File: src/rtl/pic_ctrl.sv
// pic_ctrl: memory-mapped programmable interrupt controller.
// Collects NUM_IRQ device request lines and applies per-line mask and
// edge/level mode. It tracks in-service lines for nested priority and EOI,
// and latches the interrupt vector when the CPU acknowledges.
// Register window (BASE_ADDR + offset):
//   0 MASK (R/W)   1 PENDING (R/W1C)   2 MODE (R/W, 1 = rising edge)
//   3 INSERVICE (R)   4 EOI (W)   5 VECTOR (R)   6-7 reserved
module pic_ctrl #(
   parameter int                NUM_IRQ   = 8,
   parameter int                ADDR_W    = 12,
   parameter int                DATA_W    = 16,
   parameter logic [ADDR_W-1:0] BASE_ADDR = 12'hc00
) (
   input  logic               clk,
   input  logic               reset,
   input  logic [NUM_IRQ-1:0] irq,
   input  logic [ADDR_W-1:0]  address,
   input  logic [DATA_W-1:0]  wdata,
   input  logic               memwt,
   input  logic               intack,
   output logic               INT,
   output logic               sel,
   output logic [DATA_W-1:0]  rdata
);

   // A vector holds a line index 0..14 or the spurious code NUM_IRQ (<= 15).
   localparam int               VEC_W    = 4;
   localparam logic [VEC_W-1:0] SPURIOUS = VEC_W'(NUM_IRQ);
   // Bit that selects a specific EOI. It is bit 15 on a full-width bus.
   localparam int               EOI_BIT  = (DATA_W > 15) ? 15 : DATA_W - 1;

   typedef enum logic {
      ST_IDLE,
      ST_ACK
   } state_t;

   state_t             state_q, state_d;
   logic [NUM_IRQ-1:0] irq_q;
   logic [NUM_IRQ-1:0] mask_q, mask_d;
   logic [NUM_IRQ-1:0] pending_q, pending_d;
   logic [NUM_IRQ-1:0] mode_q, mode_d;
   logic [NUM_IRQ-1:0] inservice_q, inservice_d;
   logic [VEC_W-1:0]   vector_q, vector_d;

   logic [ADDR_W-1:0]  offset;
   logic [2:0]         reg_off;
   logic [NUM_IRQ-1:0] req;
   logic [VEC_W-1:0]   best;
   logic [VEC_W-1:0]   top_is;
   logic [NUM_IRQ-1:0] best_oh;
   logic [NUM_IRQ-1:0] top_oh;
   logic [NUM_IRQ-1:0] spec_oh;
   logic [NUM_IRQ-1:0] eoi_clr;
   logic [3:0]         eoi_idx;
   logic               int_valid;
   logic               ack_take;
   logic               ack_valid;
   logic               wr_en;
   logic               wr_mask;
   logic               wr_pend;
   logic               wr_mode;
   logic               wr_eoi;
   logic               unused_bits;

   // ------------------------------------------------------------------
   // Address decode. Subtracting the base also handles an unaligned base.
   // ------------------------------------------------------------------
   assign offset  = address - BASE_ADDR;
   assign sel     = (offset < ADDR_W'(8));
   assign reg_off = offset[2:0];

   // The CPU cannot write while it is acknowledging.
   assign wr_en   = memwt && sel && !intack;
   assign wr_mask = wr_en && (reg_off == 3'd0);
   assign wr_pend = wr_en && (reg_off == 3'd1);
   assign wr_mode = wr_en && (reg_off == 3'd2);
   assign wr_eoi  = wr_en && (reg_off == 3'd4);

   assign eoi_idx = 4'(wdata);

   // Data bits above the register width are accepted but never stored.
   assign unused_bits = ^{1'b0, wdata};

   // ------------------------------------------------------------------
   // Priority resolution
   // ------------------------------------------------------------------
   assign req = pending_q & ~mask_q;

   // Lowest-index requesting line, or SPURIOUS when nothing requests.
   always_comb begin
      best = SPURIOUS;
      for (int i = NUM_IRQ - 1; i >= 0; i--) begin
         if (req[i]) begin
            best = VEC_W'(i);
         end
      end
   end

   // Highest-priority line in service, or NUM_IRQ when none is active.
   always_comb begin
      top_is = SPURIOUS;
      for (int i = NUM_IRQ - 1; i >= 0; i--) begin
         if (inservice_q[i]) begin
            top_is = VEC_W'(i);
         end
      end
   end

   // Only a strictly higher priority line can preempt an active handler.
   assign int_valid = (|req) && (best < top_is);

   assign ack_take  = (state_q == ST_IDLE) && intack;
   assign ack_valid = ack_take && int_valid;

   // ------------------------------------------------------------------
   // Per-line next-state logic
   // ------------------------------------------------------------------
   genvar gi;
   generate
      for (gi = 0; gi < NUM_IRQ; gi++) begin : g_line
         logic edge_set;
         logic edge_clr;

         assign best_oh[gi] = (best == VEC_W'(gi));
         assign top_oh[gi]  = (top_is == VEC_W'(gi));
         assign spec_oh[gi] = (eoi_idx == 4'(gi));

         // Edge lines latch a rising edge until it is acknowledged or
         // cleared by W1C. A new edge in the same cycle beats the clear.
         // Level lines simply follow the input.
         assign edge_set = irq[gi] & ~irq_q[gi];
         assign edge_clr = (wr_pend & wdata[gi]) | (ack_valid & best_oh[gi]);
         assign pending_d[gi] = mode_q[gi] ? (edge_set | (pending_q[gi] & ~edge_clr))
                                           : irq[gi];

         // A specific EOI with an out-of-range index matches no line.
         assign eoi_clr[gi] = wr_eoi & (wdata[EOI_BIT] ? spec_oh[gi] : top_oh[gi]);
         assign inservice_d[gi] = (inservice_q[gi] & ~eoi_clr[gi])
                                | (ack_valid & best_oh[gi]);
      end
   endgenerate

   assign mask_d   = wr_mask ? wdata[NUM_IRQ-1:0] : mask_q;
   assign mode_d   = wr_mode ? wdata[NUM_IRQ-1:0] : mode_q;
   assign vector_d = ack_take ? (int_valid ? best : SPURIOUS) : vector_q;

   // ------------------------------------------------------------------
   // Acknowledge FSM
   // ------------------------------------------------------------------
   // Next state and INT; INT is held low for the whole acknowledge.
   always_comb begin
      state_d = state_q;
      INT     = 1'b0;
      case (state_q)
         ST_IDLE: begin
            INT = int_valid;
            if (intack) begin
               state_d = ST_ACK;
            end
         end
         ST_ACK: begin
            if (!intack) begin
               state_d = ST_IDLE;
            end
         end
         default: state_d = ST_IDLE;
      endcase
   end

   // Read mux. During acknowledge the vector is shown, including in the
   // first cycle, before VECTOR has been written.
   always_comb begin
      rdata = '0;
      if (intack) begin
         rdata = DATA_W'((state_q == ST_IDLE) ? vector_d : vector_q);
      end else if (sel) begin
         case (reg_off)
            3'd0:    rdata = DATA_W'(mask_q);
            3'd1:    rdata = DATA_W'(pending_q);
            3'd2:    rdata = DATA_W'(mode_q);
            3'd3:    rdata = DATA_W'(inservice_q);
            3'd5:    rdata = DATA_W'(vector_q);
            default: rdata = '0;
         endcase
      end
   end

   // State registers with synchronous reset.
   always_ff @(posedge clk) begin
      if (reset) begin
         state_q     <= ST_IDLE;
         irq_q       <= '0;
         mask_q      <= '0;
         pending_q   <= '0;
         mode_q      <= '0;
         inservice_q <= '0;
         vector_q    <= '0;
      end else begin
         state_q     <= state_d;
         irq_q       <= irq;
         mask_q      <= mask_d;
         pending_q   <= pending_d;
         mode_q      <= mode_d;
         inservice_q <= inservice_d;
         vector_q    <= vector_d;
      end
   end

endmodule
File: config.mk
export PLATFORM = sky130hd
export DESIGN_NAME = pic_ctrl
export DESIGN_NICKNAME = d
export VERILOG_FILES = /design/src/rtl/pic_ctrl.sv
export SDC_FILE = /design/constraint.sdc
export NUM_CORES = 1
export LEC_CHECK = 0
export CORE_MARGIN = 2
export CORE_UTILIZATION = 50
export DETAILED_ROUTE_END_ITERATION = 10
export PLACE_DENSITY = 0.79
export SLEW_MARGIN = 20
export SYNTH_ARGS = -nofsm -noshare
export SYNTH_HDL_FRONTEND = slang
export SYNTH_SLANG_ARGS = --single-unit
File: constraint.sdc
create_clock -name clk -period 9.2 [get_ports clk]
set_input_delay 2.76 -clock clk [delete_from_list [all_inputs] [get_ports clk]]
set_output_delay 2.76 -clock clk [all_outputs]
set_load 0.01 [all_outputs]
== Yosys cells after proc, flatten, opt, wreduce, memory -nomap -nowiden ==
Cells that the tools add are included.
Word-level totals
  output and inout bits: 18
  memory bits (read-only): 0
  RAM bits: 0
  latch bits: 0
  memories kept: 0
  input port bits: 40
  logic and storage cells: 190
  register bits: 45
Operators by class
  $mul: 0
  $lt $le $gt $ge: 2
  eq/ne operators: 26
  shifts and indexed selects: 0
  bitwise gates (word level): 99
  mux-type cells: 40
  div/mod/pow operators: 0
  add/subtract/negate cells: 1
  reductions and logical operators: 15
Operators by type and width (number)
  $mux W4: 19
  $and A1 B1 Y1: 48
  $eq A4 B3 Y1 const B: 12
  $pmux W8 S5: 1
  $not A1 Y1: 25
  $eq A4 B2 Y1 const B: 6
  $or A1 B1 Y1: 24
  $mux W1: 18
  $mux W8: 2
  $eq A4 B1 Y1 const B: 3
  $logic_not A4 Y1: 3
  $lt A12 B4 Y1 const B: 1
  $sub A12 B12 Y12 const B: 1
  $logic_and A1 B1 Y1: 9
  $and A8 B8 Y8: 1
  $not A8 Y8: 1
  $reduce_or A8 Y1: 1
  $eq A3 B2 Y1 const B: 2
  $eq A3 B3 Y1 const B: 2
  $lt A4 B4 Y1: 1
  $eq A3 B1 Y1 const B: 1
  $logic_not A3 Y1: 1
  $logic_not A1 Y1: 1

== Logic depth before layout (Yosys ltp) ==
  depth in word-level cells: 19
  mapped depth: 10
  mapped depth without buffers: 9

== Worst setup path before layout ==
No wires, ideal clock.
  path kind: input -> output
  start: in address[1]
  end: out rdata[1]
  buffers on the path: 2
  arrival time: 4019 ps
  stages: 5
  path slack: 2421 ps
  data required time: 6440 ps
  cell sequence: clkbuf_1 -> buf_2 -> mux2_2 -> a22oi_1 -> o221ai_1
On the way
  longest elaborated chain between the ends: 5
RTL lines
  from (decl): line 17  | input logic [ADDR_W-1:0] address,
  $sub A12 B12 Y12 (*): line 68  | assign offset = address - BASE_ADDR;
  branches (longest 2 deep; another with $lt A12 B4 Y1)
  $mux W8 (*): line 176  | end else if (sel) begin
  $mux W8 (*): line 174  | if (intack) begin
  to (decl): line 23  | output logic [DATA_W-1:0] rdata
Mark *: on every way between the ends.

== Worst setup path after layout ==
  start: in address[1]
  end: out rdata[2]
The elaborated chain is that of the path after synthesis.

==> results by group <==
Outcome
  • Run status: finished clean

Power and ir drop
  • IR drop worst, VDD: 0.0943 mV
  • Power per standard cell area: between 100 and 150 mW/mm2
  • LEAKAGE: 1.10 nW

Drt
  • Vias after detailed routing: 2,531
  • Total Wirelength: 7.00 mm
  • DRC Markers: 0
  • Mean routed wirelength per cell: 16.8 um
  • Detailed-routing iteration count for the pre-antenna-repair pass: 4
  • Antenna-violating nets left: 0
  • Number of design-rule violations left by the first detailed-router iteration: 248
  • Via-to-Cell Ratio: 6.06

Layout
  • Number of non-filler instances in the completed layout: 418
  • Layout fillers: 479
  • Synthesis-to-layout area growth: 19.3%
  • Multi-input logic area: 0.00171 mm2
  • Flip-flop and latch area: 901 um2
  • Total Nets Final: 390
  • Diode count: 0
  • Share of post-route cells with drive strength above 1: 7.18%
  • Core Util, Final: 62.6%
  • Area of all placed cells without fillers: 0.00322 mm2

Floorplanning
  • Number of top-level pins: 58
  • Height of the chip: 77.4 um
  • Initial standard-cell utilization of the core: between 50% and 60%
  • Area of the core: 0.00514 mm2
  • DIE WIDTH: 77.4 um
  • Number of core rows: 26
  • Die area: 0.00600 mm2

Synth
  • Compound-gate portion of the synthesized area: 19.7%
  • Leading area contributor after synthesis: sky130_fd_sc_hd__dfxtp_1
  • Number of synthesized flops with an enable pin: 0
  • Average cell area after synthesis: 8.61 um2
  • Top FF cell, synth: sky130_fd_sc_hd__dfxtp_1
  • Register area share after synthesis: 33.4%
  • Number of unique standard cell types used by synthesis: between 50 and 60
  • Top post-synthesis cells by area: sky130_fd_sc_hd__dfxtp_1 33%, sky130_fd_sc_hd__mux2i_1 7.4%, sky130_fd_sc_hd__nor2b_1 5.8%
  • Combinational family with the most area after synthesis: simple AND/OR/NAND/NOR gates
  • Asr flop ratio synth: 0%
  • Number of warnings issued by yosys: 0
  • Number of instances in the synthesized netlist: around 310
  • Simple logic cell fraction of the synthesized area: 28.2%
  • Synth top area share: 33.4%
  • Arithmetic-cell share of the synthesized area counting full adders, half adders and majority gates: 1.39%
  • Multiplexer fraction of the synthesized cell area: between 10 and 15%
  • Post-Syn Area: 0.00270 mm2
  • Area share of xor/xnor cells in the synthesized design: 0%
  • Number of flip-flops and latches in the synthesized netlist: 45

Clocking
  • Clk pin slew, worst setup/hold paths: 0.08 ns
  • Clock latency at the later pin of the worst-skew pair: 0.30 ns
  • CTS root buf: sky130_fd_sc_hd__clkbuf_8
  • Clock tree from TritonCTS: yes
  • Number of buffers inserted during clock tree synthesis: 5
  • Total setup buffers inserted after CTS: 0
  • Total clock sinks: 45
  • H-tree Lvls: 2
  • CTS hold repair buffers: 0
  • Number of buffers on the longest clock path: 2
  • Post-CTS resize count: 0

Critical path
  • Crit-path max cell delay: 1.08 ns
  • Critical R2R Launch: pending_q[4]
  • Max FO, Critical Path: 17
  • R2r endpoint: pending_q[3]
  • Max stage delay cell, worst path: sky130_fd_sc_hd__clkdlybuf4s50_1
  • Endpoint type of the worst setup path: output port
  • Cell family with most CP delay: buffers and inverters
  • Data required time at the worst endpoint: 6.44 ns
  • Arrival time at the worst endpoint: 5.24 ns
  • Cell with the most instances on the worst path: sky130_fd_sc_hd__clkdlybuf4s50_1
  • CP Cell Sequence: clkdlybuf4s50_1 -> mux2_2 -> a22oi_1 -> o21ai_0 -> a31o_2 -> clkdlybuf4s50_1
  • Critical setup path kind: input port to output port
  • Worst reg2reg path depth: 9
  • Combined buffer and inverter count along the critical path: 2
  • Worst setup slack for register-to-register paths: about 6.2 ns
  • Startpoint type of the worst setup path: input port

Place
  • Final weighted congestion in routability-driven placement: 1.02
  • Post-placement cell area: 0.00313 mm2
  • Placed cells: 410
  • HPWL after detailed placement: between 5 and 6 mm
  • Port buffer count: 42

GRT
  • Antenna violations before repair: 0
  • Remaining global-route overflow: 0
  • First-pass GRT wire length: between 10 and 15 mm
  • Maximum number of pins on one net before global-route repair: 47
  • Number of global-route vias before repair: roughly 2,300
  • Aggregate global-route resource usage: 24.1%

STA
  • Final setup fails: 0
  • Total count of hold-check failures in the final report: 0
  • Pins Over Slew Limit: 0
  • Worst max-slew margin expressed relative to the limit: 36.2%
  • Timing-limited maximum frequency: around 120 MHz
  • Unrepaired setup endpoints after global routing: false
  • Transition time at the pin with the least slew margin: approximately 0.95 ns
  • Crit path time final: around 8 ns
  • Post-route clock period utilization: 87.0%
  • Total negative setup slack: 0 ns
  • Worst Clk Skew: 0.00690 ns

Min path
  • Depth of the worst hold-timing path: 2
  • End point of the most critical hold path: pending_q[0]
  • Worst min path class: flip-flop to flip-flop
  • HP Start: irq_q[0]

Flow run
  • Max-Cap Viols: 0
layout by cell type (no fill, tap or decap), types with 3 or more instances in the layout:
master,Yosys,layout
sky130_fd_sc_hd__a22oi_1,3,3
sky130_fd_sc_hd__nor2_1,31,31
sky130_fd_sc_hd__a22o_1,7,7
sky130_fd_sc_hd__a21oi_1,12,12
sky130_fd_sc_hd__or3_1,3,3
sky130_fd_sc_hd__o41ai_1,6,6
sky130_fd_sc_hd__nand2_1,31,31
sky130_fd_sc_hd__nor3_1,4,4
sky130_fd_sc_hd__a211oi_1,7,7
sky130_fd_sc_hd__ha_1,3,3
sky130_fd_sc_hd__o21ai_0,10,10
sky130_fd_sc_hd__nor2b_1,25,25
sky130_fd_sc_hd__clkdlybuf4s50_1,0,42
sky130_fd_sc_hd__dfxtp_1,45,45
sky130_fd_sc_hd__nand4_1,6,6
sky130_fd_sc_hd__nor4_1,5,5
sky130_fd_sc_hd__nand2b_1,11,11
sky130_fd_sc_hd__conb_1,1,8
sky130_fd_sc_hd__mux4_2,4,4
sky130_fd_sc_hd__o31ai_1,4,4
sky130_fd_sc_hd__clkbuf_8,0,5
sky130_fd_sc_hd__mux2i_1,20,20
sky130_fd_sc_hd__mux2_2,4,4
sky130_fd_sc_hd__nand3_1,9,9
state kept, by name, summed over array words and instances, names as in the netlist:
signal       count
pending_q        8
irq_q            8
vector_q         4
state_q          1
mask_q           8
inservice_q      8
mode_q           8
worst register-to-register path: cells and delay by family (launching register included):
family	cells	cell delay [ns]
simple gates	6	1.79
compound gates	2	0.47
flops	1	0.36
fa+ha+maj	1	0.28
cell usage after synthesis (2+ instances only):
library cell / instances
sky130_fd_sc_hd__or3_1: 3
sky130_fd_sc_hd__nor2_1: 31
sky130_fd_sc_hd__mux2_2: 4
sky130_fd_sc_hd__mux2i_1: 20
sky130_fd_sc_hd__o41ai_1: 6
sky130_fd_sc_hd__a21o_1: 2
sky130_fd_sc_hd__o311ai_0: 2
sky130_fd_sc_hd__nor2b_1: 25
sky130_fd_sc_hd__a211oi_1: 7
sky130_fd_sc_hd__nand2_1: 31
sky130_fd_sc_hd__dfxtp_1: 45
sky130_fd_sc_hd__nand3b_1: 2
sky130_fd_sc_hd__nand4_1: 6
sky130_fd_sc_hd__buf_2: 3
sky130_fd_sc_hd__o21a_1: 2
sky130_fd_sc_hd__o21ai_0: 10
sky130_fd_sc_hd__a22oi_1: 3
sky130_fd_sc_hd__nor4b_1: 2
sky130_fd_sc_hd__nor4_1: 5
sky130_fd_sc_hd__mux4_2: 4
sky130_fd_sc_hd__a22o_1: 7
sky130_fd_sc_hd__ha_1: 3
sky130_fd_sc_hd__buf_4: 8
sky130_fd_sc_hd__clkbuf_1: 9
sky130_fd_sc_hd__o211ai_1: 2
sky130_fd_sc_hd__nor3_1: 4
sky130_fd_sc_hd__nor4_4: 2
sky130_fd_sc_hd__o31ai_1: 4
sky130_fd_sc_hd__inv_1: 2
sky130_fd_sc_hd__nand2b_1: 11
sky130_fd_sc_hd__a21oi_1: 12
sky130_fd_sc_hd__buf_1: 3
sky130_fd_sc_hd__a31o_2: 2
sky130_fd_sc_hd__nand3_1: 9
per-layer routing:
metal  GRT usage [%]  share of wire, %  up-vias
met5               0                 0        -
met4            6.79               1.4        0
met3            4.42               7.6       11
met2            39.3                47      112
met1            32.8                44     1194
li1                -                 -     1214
kinds of logic (layout without fill, tap and decap cells):
family / Yosys count / after routing
flops: 45 / 45
simple gates: 139 / 139
fa+ha+maj: 3 / 3
buf+inv: 25 / 53
mux: 28 / 28
other cells: 1 / 8
compound gates: 72 / 72
where the power goes:
group	leakage (nW)	internal [mW]	total, mW	switching (mW)
sequential	0.368	0.201	0.208	0.00649
combinational	0.692	0.0400	0.0887	0.0487
clock	0.0385	0.0538	0.120	0.0658
area by class of cell:
type | instances | share of cell area [%]
Clock inverter | 1 | 0.233
Sequential cell | 45 | 28.0
Clock buffer | 7 | 2.37
Tap cell | 70 | 2.72
Timing Repair Buffer | 43 | 13.3
Multi-Input combinational cell | 250 | 53.1
Inverter | 2 | 0.233
stage by stage:
stage	worst slack (ns)	power, mW	hold slack [ns]
global placement	1.26	0.298	0.460
finish	1.20	0.416	0.484
global route	1.05	0.435	0.504
detailed placement	1.23	0.300	0.466
CTS	1.23	0.418	0.485
floorplan	2.42	0.267	0.445
worst max-delay path by stage:
stage | depth (start not counted) | slack (ns) | start | end
after floorplan | 5 | 2.42 | address[1] | rdata[1]
after global placement | 6 | 1.26 | address[1] | rdata[2]
after detailed placement | 6 | 1.23 | address[1] | rdata[2]
after CTS | 6 | 1.23 | address[1] | rdata[2]
after global routing | 7 | 1.05 | address[1] | rdata[2]
final | 6 | 1.20 | address[1] | rdata[2]
No activity file was read; power rests on OpenSTA's default activity.
